$ cat config.mk
export PLATFORM = sky130hd
export DESIGN_NAME = ex_mem_stage_flat
export DESIGN_NICKNAME = d
export VERILOG_FILES = /design/src/rtl/ex_mem_stage_if.sv /design/src/rtl/ex_mem_stage.sv /design/src/flat_wrapper.sv
export SDC_FILE = /design/constraint.sdc
export NUM_CORES = 1
export LEC_CHECK = 0
export CORE_MARGIN = 2
export CORE_UTILIZATION = 57
export CTS_CLUSTER_DIAMETER = 120
export DETAILED_ROUTE_END_ITERATION = 12
export DONT_BUFFER_PORTS = 1
export GPL_ROUTABILITY_DRIVEN = 1
export PLACE_DENSITY = 0.72
export SLEW_MARGIN = 10
export SYNTH_ARGS = -nofsm -noshare
export SYNTH_HDL_FRONTEND = slang
export SYNTH_SLANG_ARGS = --single-unit
$ cat constraint.sdc
create_clock -name clk -period 16 [get_ports clk]
set_input_delay 3.2 -clock clk [delete_from_list [all_inputs] [get_ports clk]]
set_output_delay 3.2 -clock clk [all_outputs]
set_load 0.005 [all_outputs]
$ cat src/rtl/ex_mem_stage_if.sv
// Bundles the execute-side input bus, the memory-side output bus and the
// fetch redirect of the EX/MEM stage. slave is the stage itself; master is
// the surrounding pipeline (or a testbench standing in for it).
interface ex_mem_stage_if;
   // Execute-stage side
   logic        in_valid;
   logic        in_ready;
   logic [31:0] alu_res;
   logic        alu_zero;
   logic [31:0] pc;
   logic [31:0] imm;
   logic [31:0] rs2_data;
   logic [4:0]  rd;
   logic        reg_write;
   logic        mem_read;
   logic        mem_write;
   logic        is_jalr;
   logic [2:0]  branch_type;
   logic        flush;

   // Memory-stage side
   logic        out_valid;
   logic        out_ready;
   logic [31:0] out_alu_res;
   logic [31:0] out_wb_data;
   logic [31:0] out_store_data;
   logic [4:0]  out_rd;
   logic        out_reg_write;
   logic        out_mem_read;
   logic        out_mem_write;

   // Fetch redirect
   logic        redirect_valid;
   logic [31:0] redirect_pc;

   modport slave (
      input  in_valid, alu_res, alu_zero, pc, imm, rs2_data, rd,
             reg_write, mem_read, mem_write, is_jalr, branch_type, flush,
             out_ready,
      output in_ready, out_valid, out_alu_res, out_wb_data, out_store_data,
             out_rd, out_reg_write, out_mem_read, out_mem_write,
             redirect_valid, redirect_pc
   );

   modport master (
      output in_valid, alu_res, alu_zero, pc, imm, rs2_data, rd,
             reg_write, mem_read, mem_write, is_jalr, branch_type, flush,
             out_ready,
      input  in_ready, out_valid, out_alu_res, out_wb_data, out_store_data,
             out_rd, out_reg_write, out_mem_read, out_mem_write,
             redirect_valid, redirect_pc
   );
endinterface

$ cat src/rtl/ex_mem_stage.sv
// EX/MEM pipeline stage: resolves branches/jumps, issues a one-cycle fetch
// redirect for taken control flow, and carries the instruction payload to
// the memory stage through a 2-entry (main + skid) buffer so that in_ready
// never depends combinationally on out_ready.
module ex_mem_stage (
   input  logic            clk,
   input  logic            rst,
   ex_mem_stage_if.slave   bus
);

   typedef struct packed {
      logic [31:0] alu_res;
      logic [31:0] wb_data;
      logic [31:0] store_data;
      logic [4:0]  rd;
      logic        reg_write;
      logic        mem_read;
      logic        mem_write;
   } entry_t;

   entry_t      r_main;
   entry_t      r_skid;
   logic        r_main_valid;
   logic        r_skid_valid;
   logic        r_redirect_valid;
   logic [31:0] r_redirect_pc;

   entry_t      w_new;
   logic        w_accept;
   logic        w_drain;
   logic        w_taken;
   logic [31:0] w_target;

   // A flushed input is never accepted, so it can neither fill an entry nor redirect.
   assign w_accept = bus.in_valid && !r_skid_valid && !bus.flush;
   assign w_drain  = r_main_valid && bus.out_ready;

   // Branch resolution and target/writeback selection for the offered instruction.
   always_comb begin
      // NOTE: every always_comb output gets a default first so no path leaves it unassigned (no latch).
      w_taken = 1'b0;
      case (bus.branch_type)
         3'd1:    w_taken = bus.alu_zero;
         3'd2:    w_taken = !bus.alu_zero;
         3'd3,
         3'd5:    w_taken = bus.alu_res[0];
         3'd4,
         3'd6:    w_taken = !bus.alu_res[0];
         3'd7:    w_taken = 1'b1;
         default: w_taken = 1'b0;
      endcase

      w_target = bus.is_jalr ? (bus.alu_res & 32'hFFFF_FFFE) : (bus.pc + bus.imm);

      w_new.alu_res    = bus.alu_res;
      w_new.wb_data    = (bus.branch_type == 3'd7) ? (bus.pc + 32'd4) : bus.alu_res;
      w_new.store_data = bus.rs2_data;
      w_new.rd         = bus.rd;
      w_new.reg_write  = bus.reg_write;
      w_new.mem_read   = bus.mem_read;
      w_new.mem_write  = bus.mem_write;
   end

   // Main/skid buffer: strict FIFO, skid refills main on the edge main drains.
   always_ff @(posedge clk or posedge rst) begin
      if (rst) begin
         r_main_valid <= 1'b0;
         r_skid_valid <= 1'b0;
         // NOTE: payloads are reset too, so the out_* ports read zero during reset.
         r_main       <= '0;
         r_skid       <= '0;
      end else if (bus.flush) begin
         r_main_valid <= 1'b0;
         r_skid_valid <= 1'b0;
      end else if (w_drain) begin
         if (r_skid_valid) begin
            // Skid full implies in_ready was low, so nothing new arrives this edge.
            r_main       <= r_skid;
            r_skid_valid <= 1'b0;
         end else if (w_accept) begin
            r_main       <= w_new;
         end else begin
            r_main_valid <= 1'b0;
         end
      end else if (!r_main_valid) begin
         if (w_accept) begin
            // NOTE: state uses non-blocking assignments so all registers update from pre-edge values.
            r_main       <= w_new;
            r_main_valid <= 1'b1;
         end
      end else if (w_accept) begin
         r_skid       <= w_new;
         r_skid_valid <= 1'b1;
      end
   end

   // One-cycle redirect for each accepted taken instruction, independent of out_ready.
   always_ff @(posedge clk or posedge rst) begin
      if (rst) begin
         r_redirect_valid <= 1'b0;
         r_redirect_pc    <= '0;
      end else begin
         r_redirect_valid <= w_accept && w_taken;
         if (w_accept && w_taken) begin
            r_redirect_pc <= w_target;
         end
      end
   end

   assign bus.in_ready       = !r_skid_valid;
   assign bus.out_valid      = r_main_valid;
   assign bus.out_alu_res    = r_main.alu_res;
   assign bus.out_wb_data    = r_main.wb_data;
   assign bus.out_store_data = r_main.store_data;
   assign bus.out_rd         = r_main.rd;
   assign bus.out_mem_read   = r_main.mem_read;
   assign bus.out_reg_write  = r_main_valid && r_main.reg_write;
   assign bus.out_mem_write  = r_main_valid && r_main.mem_write;
   assign bus.redirect_valid = r_redirect_valid;
   assign bus.redirect_pc    = r_redirect_pc;

endmodule

$ cat src/flat_wrapper.sv
// flat-port wrapper written by rule: the top's interface ports become plain ports
module ex_mem_stage_flat 
  (clk, rst, bus_in_valid, bus_alu_res, bus_alu_zero, bus_pc, bus_imm, bus_rs2_data, bus_rd, bus_reg_write, bus_mem_read, bus_mem_write, bus_is_jalr, bus_branch_type, bus_flush, bus_out_ready, bus_in_ready, bus_out_valid, bus_out_alu_res, bus_out_wb_data, bus_out_store_data, bus_out_rd, bus_out_reg_write, bus_out_mem_read, bus_out_mem_write, bus_redirect_valid, bus_redirect_pc);
  ex_mem_stage_if bus_i ();
  input  logic clk;
  input  logic rst;
  input wire logic [$bits(bus_i.in_valid)-1:0] bus_in_valid;
  input wire logic [$bits(bus_i.alu_res)-1:0] bus_alu_res;
  input wire logic [$bits(bus_i.alu_zero)-1:0] bus_alu_zero;
  input wire logic [$bits(bus_i.pc)-1:0] bus_pc;
  input wire logic [$bits(bus_i.imm)-1:0] bus_imm;
  input wire logic [$bits(bus_i.rs2_data)-1:0] bus_rs2_data;
  input wire logic [$bits(bus_i.rd)-1:0] bus_rd;
  input wire logic [$bits(bus_i.reg_write)-1:0] bus_reg_write;
  input wire logic [$bits(bus_i.mem_read)-1:0] bus_mem_read;
  input wire logic [$bits(bus_i.mem_write)-1:0] bus_mem_write;
  input wire logic [$bits(bus_i.is_jalr)-1:0] bus_is_jalr;
  input wire logic [$bits(bus_i.branch_type)-1:0] bus_branch_type;
  input wire logic [$bits(bus_i.flush)-1:0] bus_flush;
  input wire logic [$bits(bus_i.out_ready)-1:0] bus_out_ready;
  output wire logic [$bits(bus_i.in_ready)-1:0] bus_in_ready;
  output wire logic [$bits(bus_i.out_valid)-1:0] bus_out_valid;
  output wire logic [$bits(bus_i.out_alu_res)-1:0] bus_out_alu_res;
  output wire logic [$bits(bus_i.out_wb_data)-1:0] bus_out_wb_data;
  output wire logic [$bits(bus_i.out_store_data)-1:0] bus_out_store_data;
  output wire logic [$bits(bus_i.out_rd)-1:0] bus_out_rd;
  output wire logic [$bits(bus_i.out_reg_write)-1:0] bus_out_reg_write;
  output wire logic [$bits(bus_i.out_mem_read)-1:0] bus_out_mem_read;
  output wire logic [$bits(bus_i.out_mem_write)-1:0] bus_out_mem_write;
  output wire logic [$bits(bus_i.redirect_valid)-1:0] bus_redirect_valid;
  output wire logic [$bits(bus_i.redirect_pc)-1:0] bus_redirect_pc;
  assign bus_i.in_valid = bus_in_valid;
  assign bus_i.alu_res = bus_alu_res;
  assign bus_i.alu_zero = bus_alu_zero;
  assign bus_i.pc = bus_pc;
  assign bus_i.imm = bus_imm;
  assign bus_i.rs2_data = bus_rs2_data;
  assign bus_i.rd = bus_rd;
  assign bus_i.reg_write = bus_reg_write;
  assign bus_i.mem_read = bus_mem_read;
  assign bus_i.mem_write = bus_mem_write;
  assign bus_i.is_jalr = bus_is_jalr;
  assign bus_i.branch_type = bus_branch_type;
  assign bus_i.flush = bus_flush;
  assign bus_i.out_ready = bus_out_ready;
  assign bus_in_ready = bus_i.in_ready;
  assign bus_out_valid = bus_i.out_valid;
  assign bus_out_alu_res = bus_i.out_alu_res;
  assign bus_out_wb_data = bus_i.out_wb_data;
  assign bus_out_store_data = bus_i.out_store_data;
  assign bus_out_rd = bus_i.out_rd;
  assign bus_out_reg_write = bus_i.out_reg_write;
  assign bus_out_mem_read = bus_i.out_mem_read;
  assign bus_out_mem_write = bus_i.out_mem_write;
  assign bus_redirect_valid = bus_i.redirect_valid;
  assign bus_redirect_pc = bus_i.redirect_pc;
  ex_mem_stage u_core (.clk(clk), .rst(rst), .bus(bus_i));
endmodule
Word level (Yosys, flattened, before mapping)
Cells that the tools add are included.
{ "totals": {"out_inout_bits": 139, "ff_bits": 243, "wordCells": 67} }
{ "op_classes": {"muxes": 17, "eq_ne": 10, "n_reduce_logical": 18, "bitwise_logic": 2, "add_sub_neg": 2} }
{ "ops": {"columns": ["cell", "count"], "rows": [
  ["104-bit 2-to-1 mux", 4],
  ["32-bit 2-to-1 mux", 2],
  ["32-bit by 3-bit adder with 32-bit output (second input constant)", 1],
  ["32-bit adder", 1],
  ["3-bit == test (second input constant)", 4],
  ["1-bit 2-to-1 mux", 10],
  ["3-bit by 2-bit == test with 1-bit output (second input constant)", 2],
  ["1-bit logical AND", 6],
  ["3-bit inequality test (second input constant)", 2],
  ["2-bit AND reduction", 3],
  ["3-bit nonzero test", 2],
  ["1-bit case mux with 5 select lines", 1],
  ["1-bit zero test", 4],
  ["4-bit AND reduction", 1],
  ["2-bit OR reduction", 2],
  ["3-bit by 1-bit == test with 1-bit output (second input constant)", 1],
  ["2-bit inequality test (second input constant)", 1],
  ["1-bit inverter", 2]
]} }

Depth between registers and ports, before layout
{ "depth": {"word_depth": 7, "depth_mapped": 11} }

Least setup slack after synthesis
OpenSTA, ideal clock, no wires.
{ "synth_path": {"kind": "in2reg", "start": "input bus_imm[0]", "end": "register u_core.r_redirect_pc[24], in the netlist u_core.bus.redirect_pc[24]", "arrival_ns": 5.400, "cell_stages": 10, "path_buffers": 0, "path_slack_ns": 10.472, "setup_time_ns": 0.128, "t_required_ns": 15.872, "path_cell_list": "ha_1 -> fa_1 -> a21o_1 -> a311oi_1 -> nor3_1 -> or3_1 -> a41oi_1 -> a211oi_1 -> mux2i_1 -> nand3_1"} }
{ "synth_between": {"elab_chain_cells": 2} }
{ "synth_rtl": {"columns": ["item", "line_no", "rtl"], "rows": [
  ["start: declaration", "flat_wrapper.sv:11", "input wire logic [$bits(bus_i.imm)-1:0] bus_imm;"],
  ["32-bit adder", "ex_mem_stage.sv:53", "w_target = bus.is_jalr ? (bus.alu_res & 32'hFFFF_FFFE) : (bus.pc + bus.imm);"],
  ["32-bit 2-to-1 mux", "ex_mem_stage.sv:53", null],
  ["end signal: assignment", "ex_mem_stage.sv:105", "r_redirect_pc <= w_target;"],
  ["end: declaration", "ex_mem_stage.sv:26", "logic [31:0] r_redirect_pc;"]
]} }
No other way between the ends.
A chain may end at the register's enable or synchronous reset.

Worst setup path in the final report
{ "layout_path": {"start": "input bus_in_valid", "end": "register u_core.r_redirect_pc[26], in the netlist u_core.bus.redirect_pc[26]"} }
{ "layout_between": {"elab_chain_cells": 3} }
{ "layout_rtl": {"columns": ["item", "line_no", "rtl"], "rows": [
  ["start: declaration", "flat_wrapper.sv:7", "input wire logic [$bits(bus_i.in_valid)-1:0] bus_in_valid;"],
  ["1-bit logical AND (2 in a row)", "ex_mem_stage.sv:35", "assign w_accept = bus.in_valid && !r_skid_valid && !bus.flush;"],
  ["1-bit logical AND", "ex_mem_stage.sv:104", "if (w_accept && w_taken) begin"]
]} }
No other way between the ends.

==> results by group <==
Run status
  • Status: complete, no violations

Synth
  • Simple-gate portion of the synthesized area: 0.118
  • Synth Area in XOR/XNOR: 0.0276
  • Area fraction of the dominant cell type after synthesis: 0.456
  • Synthesized Nets: 1581
  • Yosys synthesis warning count: 0
  • Area leader, netlist: dfrtp_1
  • Sequential-to-total area share from yosys stat: 0.456
  • Gate Count Post-Synth: 1402
  • Complex-gate fraction of the synthesized area: 0.211
  • Synth unique cells: 63
  • Synth async-reset ratio: 1.00
  • Post-synth EDFFs: 0
  • Mapped Area: 13300 um^2
  • Post-Synth Adder-Cell Area: 0.0315
  • Top cells by area, synth: dfrtp_1 (46%), mux2_2 (6.2%), buf_4 (5.7%), o21ai_0 (5.6%), nand2_1 (4.5%)
  • Avg Cell Area, Syn: 9.52 um^2
  • Multiplexer share of the synthesized area: 0.0692
  • Largest family of logic cells by synthesized area: compound AO/OA/AOI/OAI gates
  • Ys flop type: dfrtp_1
  • Yosys reg bits: 243

Detailed routing
  • DRC: 0
  • WL final: 35300 um
  • Vias per inst: 6.32
  • Via Count: 9972
  • Iter 0 DRT Violations: 898
  • DR WL/cell: 22.4 um
  • Antenna Nets Post-Route: 0
  • DR pass1 iterations: 7

Job
  • Max cap viols: 0

Clock network
  • TritonCTS clock tree: yes
  • Setup bufs post-CTS: 0
  • Clk_lat worst skew: 0.52 ns
  • Clk root buf: clkbuf_16
  • Post-CTS Resized: 0
  • Total CTS buffers: 26
  • CTS Hold Bufs: 0
  • CTS H-tree depth: 1
  • Clk slew on worst S/H paths: 0.06 ns
  • Sink Count: 243
  • Longest Clk Path Bufs: 3

STA
  • Final critical-path required period: 5.65 ns
  • Fmax: 0.177 GHz
  • Final hold vios: 0
  • Clk_skew: 0.00759 ns
  • Final critical-path share of the clock period: 0.353
  • Fin worst setup slack: 10.35 ns
  • Slew @ Worst Pin: 1.07 ns
  • TNS Setup: 0 ns
  • RSZ-0062 raised after global routing: no
  • Slew Limit Fails: 0
  • Count of final setup violators: 0
  • Hold WS: 0.470 ns
  • Slew margin rel.: 0.290

Critical path
  • Most used cell, CP: nor2_1
  • Worst EP arrival: 6.04 ns
  • Reg2reg end: u_core.bus.redirect_pc[31]$_DFFE_PP0P_
  • Top delay family on crit path: simple AND/OR/NAND/NOR gates
  • CP Capture Type: flop
  • Worst Path Buf+Inv: 2
  • Crit start category: primary input
  • CP peak stage delay: 0.61 ns
  • Reg2Reg Launch Point: u_core.r_skid_valid$_DFFE_PP0P_
  • CP Cell Sequence: nand2b_1, or2_2, nor2_1, o211ai_1, buf_4, inv_1, nand2_1, nor2_1, a21oi_1, nand3_1
  • Reg2reg path depth: 10
  • Setup slack, reg-to-reg: 12.50 ns
  • Setup CP Type: in -> reg
  • Max FO, Critical Path: 56
  • CP Data Required Time: 16.39 ns
  • Slowest-stage cell, CP: or2_2

Cells and area
  • Fill count: 1958
  • Nets: 1425
  • Final cell count without fillers: 1577
  • Sequential cell area: 6080 um^2
  • Fin area: 13600 um^2
  • Syn-to-layout area delta: 2.26%
  • Util after Layout: 0.599
  • Share of post-route cells with drive strength above 1: 0.111
  • Area of the multi-input gates: 6130 um^2
  • Diodes inserted: 0

Floorplanning
  • Die area: 24700 um^2
  • Die span in x: 157 um
  • Die H: 157 um
  • Core region area: 22800 um^2
  • I/O pin count: 285
  • Starting Density: 0.586
  • Site row count: 55

Worst hold path
  • Hold endpoint: u_core.r_main[0]$_DFFE_PP0P_
  • Hold Path Origin: u_core.r_main[0]$_DFFE_PP0P_
  • Hold Path Depth: 2
  • Worst Hold Class: reg -> reg

GRT
  • Initial antenna violation count: 0
  • GRT overflow: 0
  • Global-route wire length before repair: 54700 um
  • Largest net degree at the start of global routing: 102
  • GR Util All Layers: 0.283
  • Number of global-route vias before repair: 9470

Power and ir drop
  • Total leakage power: 5.90 nW
  • Sw power: 0.500 mW
  • Clock power frac: 0.356
  • Switch share: 0.280
  • Power Density: 131 nW/um^2
  • Int Power: 1.29 mW
  • Combinational power share: 0.153
  • Sequential share of power: 0.490
  • Total chip power: 1.79 mW
  • Peak supply drop: 68.7 uV

Place
  • Placer congestion estimate: 0.929
  • Final HPWL DP: 24400 um
  • Placed cell count: 1531
  • Placed cell area: 12700 um^2
  • # port buffers: 0
  • Worst slack, placed: 9.86 ns
[worst max path at each step]
stage          slack (ns)  cells after the start                                      to          from
6_report            10.35                     10  u_core.bus.redirect_pc[26]$_DFFE_PP0P_  bus_in_valid
5_1_grt             10.16                     10  u_core.bus.redirect_pc[26]$_DFFE_PP0P_  bus_in_valid
3_3_place_gp         9.96                     10  u_core.bus.redirect_pc[26]$_DFFE_PP0P_  bus_in_valid
2_1_floorplan        6.13                      1   u_core.bus.out_alu_res[0]$_DFFE_PP0P_           rst
4_1_cts             10.40                     10  u_core.bus.redirect_pc[26]$_DFFE_PP0P_  bus_in_valid
3_5_place_dp         9.86                     10  u_core.bus.redirect_pc[26]$_DFFE_PP0P_  bus_in_valid
[sequential cells by signal, indices dropped and copies added, names as in the netlist]
name                       flops
u_core.bus.out_rd              5
u_core.bus.out_store_data     32
u_core.r_main                  2
u_core.bus.redirect_pc        32
u_core.bus.out_valid           1
u_core.bus.redirect_valid      1
u_core.bus.out_alu_res        32
u_core.r_skid                104
u_core.bus.out_wb_data        32
u_core.bus.out_mem_read        1
u_core.r_skid_valid            1
[layout by cell type, fill, tap and decap left out, drive strengths merged, types with 4 or more instances in the layout]
master / count
a211oi: 28
clkbuf: 38
buf: 8
mux2i: 9
or3: 9
dfrtp: 243
mux2: 74
inv: 17
a311oi: 6
o21ai: 151
nand4: 13
nand2: 161
a21o: 17
nand3b: 4
o31ai: 7
o21bai: 6
o21a: 9
xor2: 23
and2: 4
bufinv: 4
xnor2: 19
nand3: 30
a22oi: 73
a22o: 23
ha: 32
a21oi: 90
nand2b: 5
clkinv: 4
nor3: 18
nor2: 69
and3: 19
a211o: 5
[synth_stat cells (all sizes together) (6+ instances only)]
master  instances
o21bai          6
nand3          30
a22o           23
a21oi          90
o21ai         151
mux2           74
xnor2          19
a311oi          6
nand2         161
ha             32
mux2i           9
and3           19
o31ai           7
inv            17
o21a            9
buf           107
or3             9
nand4          13
clkbuf         85
a211oi         28
a22oi          73
dfrtp         243
nor2           69
a21o           17
nor3           18
xor2           23
[power by group through the flow]
stage                     Combinational (mW)  Clock [mW]  Sequential, mW
final                                  0.274       0.637           0.877
after global routing                   0.314       0.673           0.895
after CTS                              0.276       0.645           0.878
after detailed placement               0.275           0           0.888
after global placement                 0.266           0           0.882
after floorplan                        0.311           0           0.836
[cells by family after synthesis]
kind of cell	Yosys count
buf+inv	209
flops	243
fa+ha+maj	33
xor+xnor	42
simple gates	348
mux	83
compound gates	444
[layout make-up]
type                    instances  share of cell area
clock buffers                  38              0.0562
clock inverters                 8              0.0103
inverters                      17             0.00523
multi-input cells             950               0.450
flip-flops and latches        243               0.446
well taps                     313              0.0287
repair buffers                  8             0.00440
[per-layer routing]
metal | vias up | track usage | routed length (um)
met2 | 404 | 0.450 | 16200
met1 | 4885 | 0.386 | 14800
met5 | - | 0 | 0
met4 | 0 | 0.0612 | 700
met3 | 44 | 0.0831 | 3670
li1 | 4639 | - | -
[tightest hold or removal path: cells and delay by family (launching register included)]
| family | cells | cell delay [ns] |
|---|---|---|
| flops | 1 | 0.33 |
| simple gates | 1 | 0.04 |
| compound gates | 1 | 0.06 |
Note: power is estimated with default switching activity, not from simulation.
